--- src/rtl/maquina_pkg.sv ---
// Shared types for the coffee controller: drink/size codes, FSM states,
// queued-order record, and the price and dispenser-flag decoders.
package maquina_pkg;

  typedef enum logic [2:0] {
    T_ESPRESSO  = 3'd0,
    T_AMERICANO = 3'd1,
    T_CAPPUCCINO= 3'd2,
    T_LATTE     = 3'd3,
    T_MOCHA     = 3'd4
  } tipo_e;

  typedef enum logic [1:0] {
    S_SMALL  = 2'd0,
    S_MEDIUM = 2'd1,
    S_LARGE  = 2'd2
  } tamano_e;

  typedef enum logic [1:0] {IDLE, COBRO, PREPARA, ENTREGA} estado_e;

  typedef struct packed {
    logic [2:0] tipo;
    logic [1:0] tamano;
    logic [2:0] azucar;
  } pedido_t;

  typedef struct packed {
    logic concentracion;
    logic leche;
    logic espuma;
  } flags_t;

  function automatic logic pedido_ok(input logic [2:0] tipo, input logic [1:0] tamano);
    return (tipo <= T_MOCHA) && (tamano <= S_LARGE);
  endfunction

  function automatic logic [2:0] precio_base(input logic [2:0] tipo);
    case (tipo)
      T_ESPRESSO:   return 3'd2;
      T_AMERICANO:  return 3'd3;
      T_CAPPUCCINO: return 3'd4;
      T_LATTE:      return 3'd4;
      T_MOCHA:      return 3'd5;
      default:      return 3'd0;
    endcase
  endfunction

  function automatic flags_t decode_flags(input logic [2:0] tipo);
    flags_t f;
    f.concentracion = (tipo == T_ESPRESSO);
    f.leche         = (tipo == T_CAPPUCCINO) || (tipo == T_LATTE) || (tipo == T_MOCHA);
    f.espuma        = (tipo == T_CAPPUCCINO) || (tipo == T_MOCHA);
    return f;
  endfunction

endpackage

--- src/rtl/maquina_cafe_cola_if.sv ---
// Front-panel / coin / dispenser bundle for maquina_cafe_cola.
// slave = controller side, master = panel/test side.
interface maquina_cafe_cola_if #(
  parameter int PRECIO_W = 6,
  parameter int DEPTH    = 4
);
  localparam int CNT_W = $clog2(DEPTH+1);

  logic                pedido_valid;
  logic                pedido_ready;
  logic [2:0]          tipo_cafe_in;
  logic [1:0]          tamano_in;
  logic [2:0]          nivel_azucar_in;
  logic                moneda_valid;
  logic [PRECIO_W-1:0] moneda_valor;
  logic                cancelar;
  logic                pedido_error;
  logic [CNT_W-1:0]    pedidos_pend;
  logic [PRECIO_W-1:0] precio;
  logic [PRECIO_W-1:0] credito;
  logic [PRECIO_W-1:0] cambio;
  logic                cambio_valid;
  logic                concentracion;
  logic                leche;
  logic                espuma;
  logic [2:0]          nivel_azucar_out;
  logic                sirviendo;
  logic                listo;

  modport slave (
    input  pedido_valid, tipo_cafe_in, tamano_in, nivel_azucar_in,
           moneda_valid, moneda_valor, cancelar,
    output pedido_ready, pedido_error, pedidos_pend, precio, credito,
           cambio, cambio_valid, concentracion, leche, espuma,
           nivel_azucar_out, sirviendo, listo
  );

  modport master (
    output pedido_valid, tipo_cafe_in, tamano_in, nivel_azucar_in,
           moneda_valid, moneda_valor, cancelar,
    input  pedido_ready, pedido_error, pedidos_pend, precio, credito,
           cambio, cambio_valid, concentracion, leche, espuma,
           nivel_azucar_out, sirviendo, listo
  );
endinterface

--- src/rtl/maquina_cafe_cola_pedido_fifo.sv ---
// Order queue: DEPTH-entry circular buffer of {tipo, tamano, azucar}.
module pedido_fifo
  import maquina_pkg::*;
#(
  parameter int DEPTH = 4
) (
  input  logic                       clk,
  input  logic                       reset,
  input  logic                       i_push,
  input  pedido_t                    i_din,
  input  logic                       i_pop,
  output pedido_t                    o_dout,
  output logic                       o_full,
  output logic                       o_empty,
  output logic [$clog2(DEPTH+1)-1:0] o_count
);
  localparam int PTR_W = $clog2(DEPTH);
  localparam int CNT_W = $clog2(DEPTH+1);

  pedido_t          r_mem [DEPTH];
  logic [PTR_W-1:0] r_wptr, r_rptr;
  logic [CNT_W-1:0] r_count;
  logic             w_push_ok, w_pop_ok;

  assign o_full    = (r_count == CNT_W'(DEPTH));
  assign o_empty   = (r_count == '0);
  assign o_count   = r_count;
  assign o_dout    = r_mem[r_rptr];
  assign w_push_ok = i_push && !o_full;
  assign w_pop_ok  = i_pop && !o_empty;

  always_ff @(posedge clk)
    if (w_push_ok) r_mem[r_wptr] <= i_din;

  // DEPTH is a power of two, so the pointers wrap on their own
  always_ff @(posedge clk or negedge reset) begin
    if (!reset) begin
      r_wptr  <= '0;
      r_rptr  <= '0;
      r_count <= '0;
    end else begin
      if (w_push_ok) r_wptr <= r_wptr + PTR_W'(1);
      if (w_pop_ok)  r_rptr <= r_rptr + PTR_W'(1);
      case ({w_push_ok, w_pop_ok})
        2'b10:   r_count <= r_count + CNT_W'(1);
        2'b01:   r_count <= r_count - CNT_W'(1);
        default: r_count <= r_count;
      endcase
    end
  end
endmodule

--- src/rtl/maquina_cafe_cola.sv ---
// Queued coffee controller: price, coin payment with change/refund, timed brew.
// Optional MAQUINA_TIMEOUT_EN: refund and drop an order after TIMEOUT_CYCLES coinless cycles.
module maquina_cafe_cola
  import maquina_pkg::*;
#(
  parameter int PRECIO_W       = 6,
  parameter int DEPTH          = 4,
  parameter int BREW_BASE      = 8,
  parameter int AZUCAR_MAX     = 5,
  parameter int TIMEOUT_CYCLES = 64
) (
  input  logic           clk,
  input  logic           reset,
  maquina_cafe_cola_if.slave bus
);
  localparam int BREW_W = $clog2(BREW_BASE*4+1);

  estado_e             r_state, w_nxt_state;
  pedido_t             r_cur, w_dout;
  logic [PRECIO_W-1:0] r_credito, w_nxt_credito;
  logic [PRECIO_W-1:0] r_cambio, w_nxt_cambio;
  logic                r_cvld, w_nxt_cvld;
  logic [BREW_W-1:0]   r_brew, w_nxt_brew;
  logic                r_err;
  logic                w_full, w_empty, w_push, w_pop, w_ok, w_cancel, w_timeout;
  logic [PRECIO_W-1:0] w_precio, w_coin, w_sum;
  logic [PRECIO_W:0]   w_sum_ext;
  flags_t              w_flags;

  assign w_ok   = pedido_ok(bus.tipo_cafe_in, bus.tamano_in);
  assign w_push = bus.pedido_valid && !w_full && w_ok;
  assign w_pop  = (r_state == IDLE) && !w_empty;

  pedido_fifo #(.DEPTH(DEPTH)) u_fifo (
    .clk     (clk),
    .reset   (reset),
    .i_push  (w_push),
    .i_din   ('{tipo: bus.tipo_cafe_in, tamano: bus.tamano_in, azucar: bus.nivel_azucar_in}),
    .i_pop   (w_pop),
    .o_dout  (w_dout),
    .o_full  (w_full),
    .o_empty (w_empty),
    .o_count (bus.pedidos_pend)
  );

  assign w_precio  = PRECIO_W'(precio_base(r_cur.tipo)) + PRECIO_W'(r_cur.tamano);
  assign w_coin    = bus.moneda_valid ? bus.moneda_valor : '0;
  assign w_sum_ext = {1'b0, r_credito} + {1'b0, w_coin};
  assign w_sum     = w_sum_ext[PRECIO_W] ? '1 : w_sum_ext[PRECIO_W-1:0];
  assign w_cancel  = bus.cancelar || w_timeout;

`ifdef MAQUINA_TIMEOUT_EN
  localparam int TMO_W = $clog2(TIMEOUT_CYCLES+1);
  logic [TMO_W-1:0] r_tmo;

  assign w_timeout = (r_state == COBRO) && !bus.moneda_valid &&
                     (r_tmo == TMO_W'(TIMEOUT_CYCLES-1));

  always_ff @(posedge clk or negedge reset) begin
    if (!reset)                                      r_tmo <= '0;
    else if (r_state != COBRO || bus.moneda_valid)   r_tmo <= '0;
    else                                             r_tmo <= r_tmo + TMO_W'(1);
  end
`else
  assign w_timeout = 1'b0;
`endif

  always_comb begin
    w_nxt_state   = r_state;
    w_nxt_credito = r_credito;
    w_nxt_cambio  = '0;
    w_nxt_cvld    = 1'b0;
    w_nxt_brew    = r_brew;
    case (r_state)
      IDLE: if (!w_empty) w_nxt_state = COBRO;
      COBRO: begin
        // a cancel in the same cycle as the completing coin refunds everything
        if (w_cancel) begin
          w_nxt_cambio  = w_sum;
          w_nxt_cvld    = 1'b1;
          w_nxt_credito = '0;
          w_nxt_state   = IDLE;
        end else if (w_sum >= w_precio) begin
          w_nxt_cambio  = w_sum - w_precio;
          w_nxt_cvld    = 1'b1;
          w_nxt_credito = '0;
          w_nxt_brew    = BREW_W'(BREW_BASE * (int'(r_cur.tamano) + 1) - 1);
          w_nxt_state   = PREPARA;
        end else begin
          w_nxt_credito = w_sum;
        end
      end
      PREPARA: begin
        if (r_brew == '0) w_nxt_state = ENTREGA;
        else              w_nxt_brew  = r_brew - BREW_W'(1);
      end
      ENTREGA: w_nxt_state = IDLE;
      default: w_nxt_state = IDLE;
    endcase
  end

  always_ff @(posedge clk or negedge reset) begin
    if (!reset) begin
      r_state   <= IDLE;
      r_cur     <= '0;
      r_credito <= '0;
      r_cambio  <= '0;
      r_cvld    <= 1'b0;
      r_brew    <= '0;
      r_err     <= 1'b0;
    end else begin
      r_state   <= w_nxt_state;
      r_credito <= w_nxt_credito;
      r_cambio  <= w_nxt_cambio;
      r_cvld    <= w_nxt_cvld;
      r_brew    <= w_nxt_brew;
      r_err     <= bus.pedido_valid && !w_ok;
      if (w_pop) r_cur <= w_dout;
    end
  end

  assign w_flags              = decode_flags(r_cur.tipo);
  assign bus.pedido_ready     = !w_full;
  assign bus.pedido_error     = r_err;
  assign bus.precio           = (r_state != IDLE) ? w_precio : '0;
  assign bus.credito          = r_credito;
  assign bus.cambio           = r_cambio;
  assign bus.cambio_valid     = r_cvld;
  assign bus.sirviendo        = (r_state == PREPARA);
  assign bus.listo            = (r_state == ENTREGA);
  assign bus.concentracion    = bus.sirviendo && w_flags.concentracion;
  assign bus.leche            = bus.sirviendo && w_flags.leche;
  assign bus.espuma           = bus.sirviendo && w_flags.espuma;
  assign bus.nivel_azucar_out = !bus.sirviendo ? 3'd0 :
                                (r_cur.azucar > 3'(AZUCAR_MAX)) ? 3'(AZUCAR_MAX) : r_cur.azucar;
endmodule

--- src/flat_wrapper.sv ---
// flat-port wrapper written by rule: the top's interface ports become plain ports
module maquina_cafe_cola_flat import maquina_pkg::*;
#(
  parameter int PRECIO_W       = 6,
  parameter int DEPTH          = 4,
  parameter int BREW_BASE      = 8,
  parameter int AZUCAR_MAX     = 5,
  parameter int TIMEOUT_CYCLES = 64
)
  (clk, reset, bus_pedido_valid, bus_tipo_cafe_in, bus_tamano_in, bus_nivel_azucar_in, bus_moneda_valid, bus_moneda_valor, bus_cancelar, bus_pedido_ready, bus_pedido_error, bus_pedidos_pend, bus_precio, bus_credito, bus_cambio, bus_cambio_valid, bus_concentracion, bus_leche, bus_espuma, bus_nivel_azucar_out, bus_sirviendo, bus_listo);
  maquina_cafe_cola_if #(.PRECIO_W(PRECIO_W), .DEPTH(DEPTH)) bus_i ();
  input  logic clk;
  input  logic reset;
  input wire logic [$bits(bus_i.pedido_valid)-1:0] bus_pedido_valid;
  input wire logic [$bits(bus_i.tipo_cafe_in)-1:0] bus_tipo_cafe_in;
  input wire logic [$bits(bus_i.tamano_in)-1:0] bus_tamano_in;
  input wire logic [$bits(bus_i.nivel_azucar_in)-1:0] bus_nivel_azucar_in;
  input wire logic [$bits(bus_i.moneda_valid)-1:0] bus_moneda_valid;
  input wire logic [$bits(bus_i.moneda_valor)-1:0] bus_moneda_valor;
  input wire logic [$bits(bus_i.cancelar)-1:0] bus_cancelar;
  output wire logic [$bits(bus_i.pedido_ready)-1:0] bus_pedido_ready;
  output wire logic [$bits(bus_i.pedido_error)-1:0] bus_pedido_error;
  output wire logic [$bits(bus_i.pedidos_pend)-1:0] bus_pedidos_pend;
  output wire logic [$bits(bus_i.precio)-1:0] bus_precio;
  output wire logic [$bits(bus_i.credito)-1:0] bus_credito;
  output wire logic [$bits(bus_i.cambio)-1:0] bus_cambio;
  output wire logic [$bits(bus_i.cambio_valid)-1:0] bus_cambio_valid;
  output wire logic [$bits(bus_i.concentracion)-1:0] bus_concentracion;
  output wire logic [$bits(bus_i.leche)-1:0] bus_leche;
  output wire logic [$bits(bus_i.espuma)-1:0] bus_espuma;
  output wire logic [$bits(bus_i.nivel_azucar_out)-1:0] bus_nivel_azucar_out;
  output wire logic [$bits(bus_i.sirviendo)-1:0] bus_sirviendo;
  output wire logic [$bits(bus_i.listo)-1:0] bus_listo;
  assign bus_i.pedido_valid = bus_pedido_valid;
  assign bus_i.tipo_cafe_in = bus_tipo_cafe_in;
  assign bus_i.tamano_in = bus_tamano_in;
  assign bus_i.nivel_azucar_in = bus_nivel_azucar_in;
  assign bus_i.moneda_valid = bus_moneda_valid;
  assign bus_i.moneda_valor = bus_moneda_valor;
  assign bus_i.cancelar = bus_cancelar;
  assign bus_pedido_ready = bus_i.pedido_ready;
  assign bus_pedido_error = bus_i.pedido_error;
  assign bus_pedidos_pend = bus_i.pedidos_pend;
  assign bus_precio = bus_i.precio;
  assign bus_credito = bus_i.credito;
  assign bus_cambio = bus_i.cambio;
  assign bus_cambio_valid = bus_i.cambio_valid;
  assign bus_concentracion = bus_i.concentracion;
  assign bus_leche = bus_i.leche;
  assign bus_espuma = bus_i.espuma;
  assign bus_nivel_azucar_out = bus_i.nivel_azucar_out;
  assign bus_sirviendo = bus_i.sirviendo;
  assign bus_listo = bus_i.listo;
  maquina_cafe_cola #(.PRECIO_W(PRECIO_W), .DEPTH(DEPTH), .BREW_BASE(BREW_BASE), .AZUCAR_MAX(AZUCAR_MAX), .TIMEOUT_CYCLES(TIMEOUT_CYCLES)) u_core (.clk(clk), .reset(reset), .bus(bus_i));
endmodule
--- config.mk ---
export PLATFORM = sky130hd
export DESIGN_NAME = maquina_cafe_cola_flat
export DESIGN_NICKNAME = d
export VERILOG_FILES = /design/src/rtl/maquina_pkg.sv /design/src/rtl/maquina_cafe_cola_if.sv /design/src/rtl/maquina_cafe_cola_pedido_fifo.sv /design/src/rtl/maquina_cafe_cola.sv /design/src/flat_wrapper.sv
export SDC_FILE = /design/constraint.sdc
export NUM_CORES = 1
export LEC_CHECK = 0
export ABC_CLOCK_PERIOD_IN_PS = 8600
export BUFFER_PORTS_ARGS = -buffer_cell sky130_fd_sc_hd__buf_2
export CAP_MARGIN = 20
export CORE_ASPECT_RATIO = 2
export CORE_UTILIZATION = 55
export CTS_CLUSTER_DIAMETER = 120
export CTS_CLUSTER_SIZE = 25
export DETAILED_ROUTE_END_ITERATION = 16
export GPL_ROUTABILITY_DRIVEN = 0
export MAX_ROUTING_LAYER = met4
export PLACE_DENSITY = 0.77
export SETUP_SLACK_MARGIN = 0.02
export SLEW_MARGIN = 20
export SYNTH_ARGS = -nofsm -noshare
export SYNTH_HDL_FRONTEND = slang
export SYNTH_HIERARCHICAL = 1
export SYNTH_SLANG_ARGS = --single-unit
--- constraint.sdc ---
create_clock -name clk -period 8.6 [get_ports clk]
set_input_delay 0.86 -clock clk [delete_from_list [all_inputs] [get_ports clk]]
set_output_delay 0.86 -clock clk [all_outputs]
set_load 0.05 [all_outputs]
==> qor.yml <==
floorplanning:
  core_area_sq_um: 6260
  initial_utilization_pct: 56.5
  core.rowCount: 41
  die-height_um: 115
  fp.dieW_um: 58.7
  ioPinCount: 51
  die_area_sq_um: 6770
sta:
  setup_viol: 0
  setup_ws_ns: 4.72
  fmax_mhz: 258
  final_max_slew_viol_count: 0
  setup_tns_ns: 0
  skew_ns: 0.00389
  hold_viol_final: 0
  worst_slew_pin_slew_ns: 0.828
  rsz0062_at_grt: "false"
  post-route-min-period_ns: 3.88
  slew-limit-headroom_pct: 44.8
  fin_crit_sh_pct: 45.1
global_routing:
  grt_max_degree: 38
  antenna_found_initial: 0
  overflow: 0
  first_global_vias: 2451
  grt_usage_pct: 23.6
  grt_pass1_wl_um: 11000
cts:
  clk_latency_ns: 0.33
  clkTransAtPathRegs_ns: 0.05
  post_cts_resized: 0
  cts.sinks: 69
  clock_path_buffers: 2
  cts_tree: "yes"
  cts_made_buffers: 9
  post_cts_buffers: 0
  h-tree-depth: 3
  cts_hold_buffers: 0
  clockRootBuffer: "clkbuf_16"
critical_path:
  r2r-start: "u_core/bus.credito[0]"
  cp.arrival_ns: 4.09
  worstPathRequired_ns: 8.81
  cp-end-kind: "flip-flop"
  cp_slowest_cell: "fa_1"
  r2r_end: "u_core/bus.cambio[5]"
  r2r_cells: 15
  path_max_fanout: 6
  path_class: "in2reg"
  critPathLaunchType: "primary input"
  path_cells: "buf_2 -> and2_1 -> ha_1 -> inv_1 -> fa_1 -> nand2b_2 -> a21oi_2 -> a31o_2 -> nor2_1 -> inv_1 -> ha_1 -> nor2b_1 -> o31ai_1 -> nand2_1 -> or3_1 -> and3_1 -> o31a_1"
  reg2reg_slack_ns: 5.11
  max_stage_delay_ns: 0.39
logic_synthesis:
  synthesis.area_sq_um: 3530
  async_flop_share_pct: 53.6
  yosysWarnings: 6
  seq_area_frac_synth_pct: 53.4
  syn_inst: 289
  syn_area_per_cell_sq_um: 12.2
  synth-seq-cells: 69
  synth_edf_count: 32
  synth_top_flop_cell: "dfrtp_1"
  ys_types: 53
drt:
  wire_per_inst_um: 15.7
  ant_nets: 0
  dr_total_vias: 2383
  drc: 0
  drtIter0Drc: 103
  wirelength_um: 6850
  first_pass_iters: 4
  viasPerCell: 5.48
place:
  pre_cts_ws_ns: 4.42
  dp_cells: 419
  portBuffers: 48
  place_area_sq_um: 3860
  dp_hpwl_um: 5350
worst_hold_path:
  holdCritStartpoint: "u_core/bus.credito[0]"
  min_to: "u_core/bus.credito[0]"
  holdPathStages: 2
  hold_path.class: "reg2reg"
layout:
  nets: 386
  final_cell_area_sq_um: 4150
  regArea_sq_um: 1890
  finalNonFillerCells: 435
  fill_cells: 504
  multiInputGateArea_sq_um: 1540
  drive_above_1_share_pct: 27.2
  antenna_cells: 0
  syn_to_final_growth_pct: 17.3
outcome:
  status: "finished, final reports clean"
power_and_ir_drop:
  leakage_uw: 0.00190
  fin_total_pwr_uw: 1820
  power_density_nw_per_um2: 438
  vdd_drop_max_uv: 260
flow_run:
  max_cap_violations: 0
[worst max path at each step]
stage	startpoint	to	slack [ns]	depth (start not counted)
global placement	bus_moneda_valid	u_core/r_brew[3]	4.52	16
CTS	bus_moneda_valid	u_core/bus.cambio[5]	4.77	17
detailed placement	bus_moneda_valid	u_core/bus.cambio[5]	4.42	17
floorplan	bus_moneda_valor[0]	u_core/bus.cambio[5]	4.81	16
global route	bus_moneda_valid	u_core/bus.cambio[5]	4.51	17
finish	bus_moneda_valid	u_core/bus.cambio[5]	4.72	17
[routing by layer]
metal / up-vias / share of wire [%] / track usage (%)
li1: 1132 / - / -
met1: 1156 / 34 / 20.7
met2: 64 / 58 / 42.9
met3: 31 / 3.6 / 5.17
met4: 0 / 4.7 / 15.4
met5: - / 0 / -
[cell usage in the layout (no fill, tap or decap), drive strengths merged, types with 6 or more instances in the layout]
cell / synthesis / routed
a21oi: 10 / 10
xor2: 6 / 6
edfxtp: 32 / 32
clkbuf: 1 / 11
and2: 12 / 12
buf: 4 / 48
nor3: 6 / 6
o21ai: 11 / 11
xnor2: 6 / 6
mux4: 8 / 8
dfrtp: 37 / 37
ha: 19 / 19
nor2: 27 / 27
mux2: 9 / 9
inv: 22 / 22
nand2: 21 / 21
[metrics by stage]
stage / utilization [%] / hold slack (ns)
final: 66.2 / 0.508
after global routing: 66.2 / 0.538
after CTS: 66.2 / 0.509
after detailed placement: 61.7 / 0.498
after global placement: 61.7 / 0.494
after floorplan: - / 0.472
[Yosys cell counts, types with 3 or more instances]
master | count | share of area [%]
a21o_1 | 3 | 0.64
a21oi_1 | 9 | 1.3
and2_1 | 11 | 1.9
and3_2 | 4 | 0.85
dfrtp_1 | 37 | 26
edfxtp_1 | 32 | 27
fa_1 | 4 | 2.3
ha_1 | 19 | 6.7
inv_1 | 22 | 2.3
mux2_2 | 8 | 2.5
mux2i_1 | 3 | 0.85
mux4_2 | 8 | 5.1
nand2_1 | 21 | 2.2
nand2b_1 | 3 | 0.53
nor2_1 | 27 | 2.9
nor2b_1 | 5 | 0.88
nor3_1 | 5 | 0.71
o21a_1 | 3 | 0.64
o21ai_0 | 11 | 1.6
o22ai_1 | 5 | 0.88
xnor2_1 | 6 | 1.5
xor2_1 | 6 | 1.5
[sequential cells by signal, indices dropped and copies added (netlist names), named ones only]
| signal | cells |
|---|---|
| u_core/u_fifo/r_mem | 32 |
| u_core/r_cur | 8 |
| u_core/bus.cambio | 6 |
| u_core/bus.credito | 6 |
| u_core/r_brew | 6 |
| u_core/u_fifo/o_count | 3 |
| u_core/u_fifo/r_rptr | 2 |
| u_core/u_fifo/r_wptr | 2 |
| u_core/bus.cambio_valid | 1 |
| u_core/bus.pedido_error | 1 |
| u_core/r_state | 1 |
[worst max-delay path, delay by kind of cell]
family,cells,cell delay [ns]
compound gates,4,0.95
simple gates,7,1.24
buf+inv,3,0.25
fa+ha+maj,3,0.79
[report_power, final]
group	leakage, uW	total (uW)	switching, uW	internal (uW)
registers	0.000747	529	92.6	437
clock network	0.000133	350	127	223
logic	0.00102	938	574	364
total	0.00190	1820	794	1020
[cell type report]
class                      instances  share of cell area [%]
sequential                        69                    45.5
inverter                          22                    1.99
clock inverter                     5                    1.30
timing repair buffer              48                    5.80
multi-input combinational        194                    37.2
tap                               86                    2.60
clock buffer                      11                    5.61
[cell families after synthesis]
| group | after synthesis | synth area share (%) |
|---|---|---|
| flip-flops | 69 | 53.4 |
| AND/OR/NAND/NOR | 92 | 13.7 |
| AO/OA/AOI/OAI | 45 | 8.78 |
| XOR/XNOR | 12 | 2.97 |
| other | 1 | 0.106 |
| adder cells (fa/ha/maj) | 23 | 8.99 |
| buffers and inverters | 27 | 3.11 |
| multiplexers | 20 | 8.92 |
No activity file was read; power rests on OpenSTA's default activity.
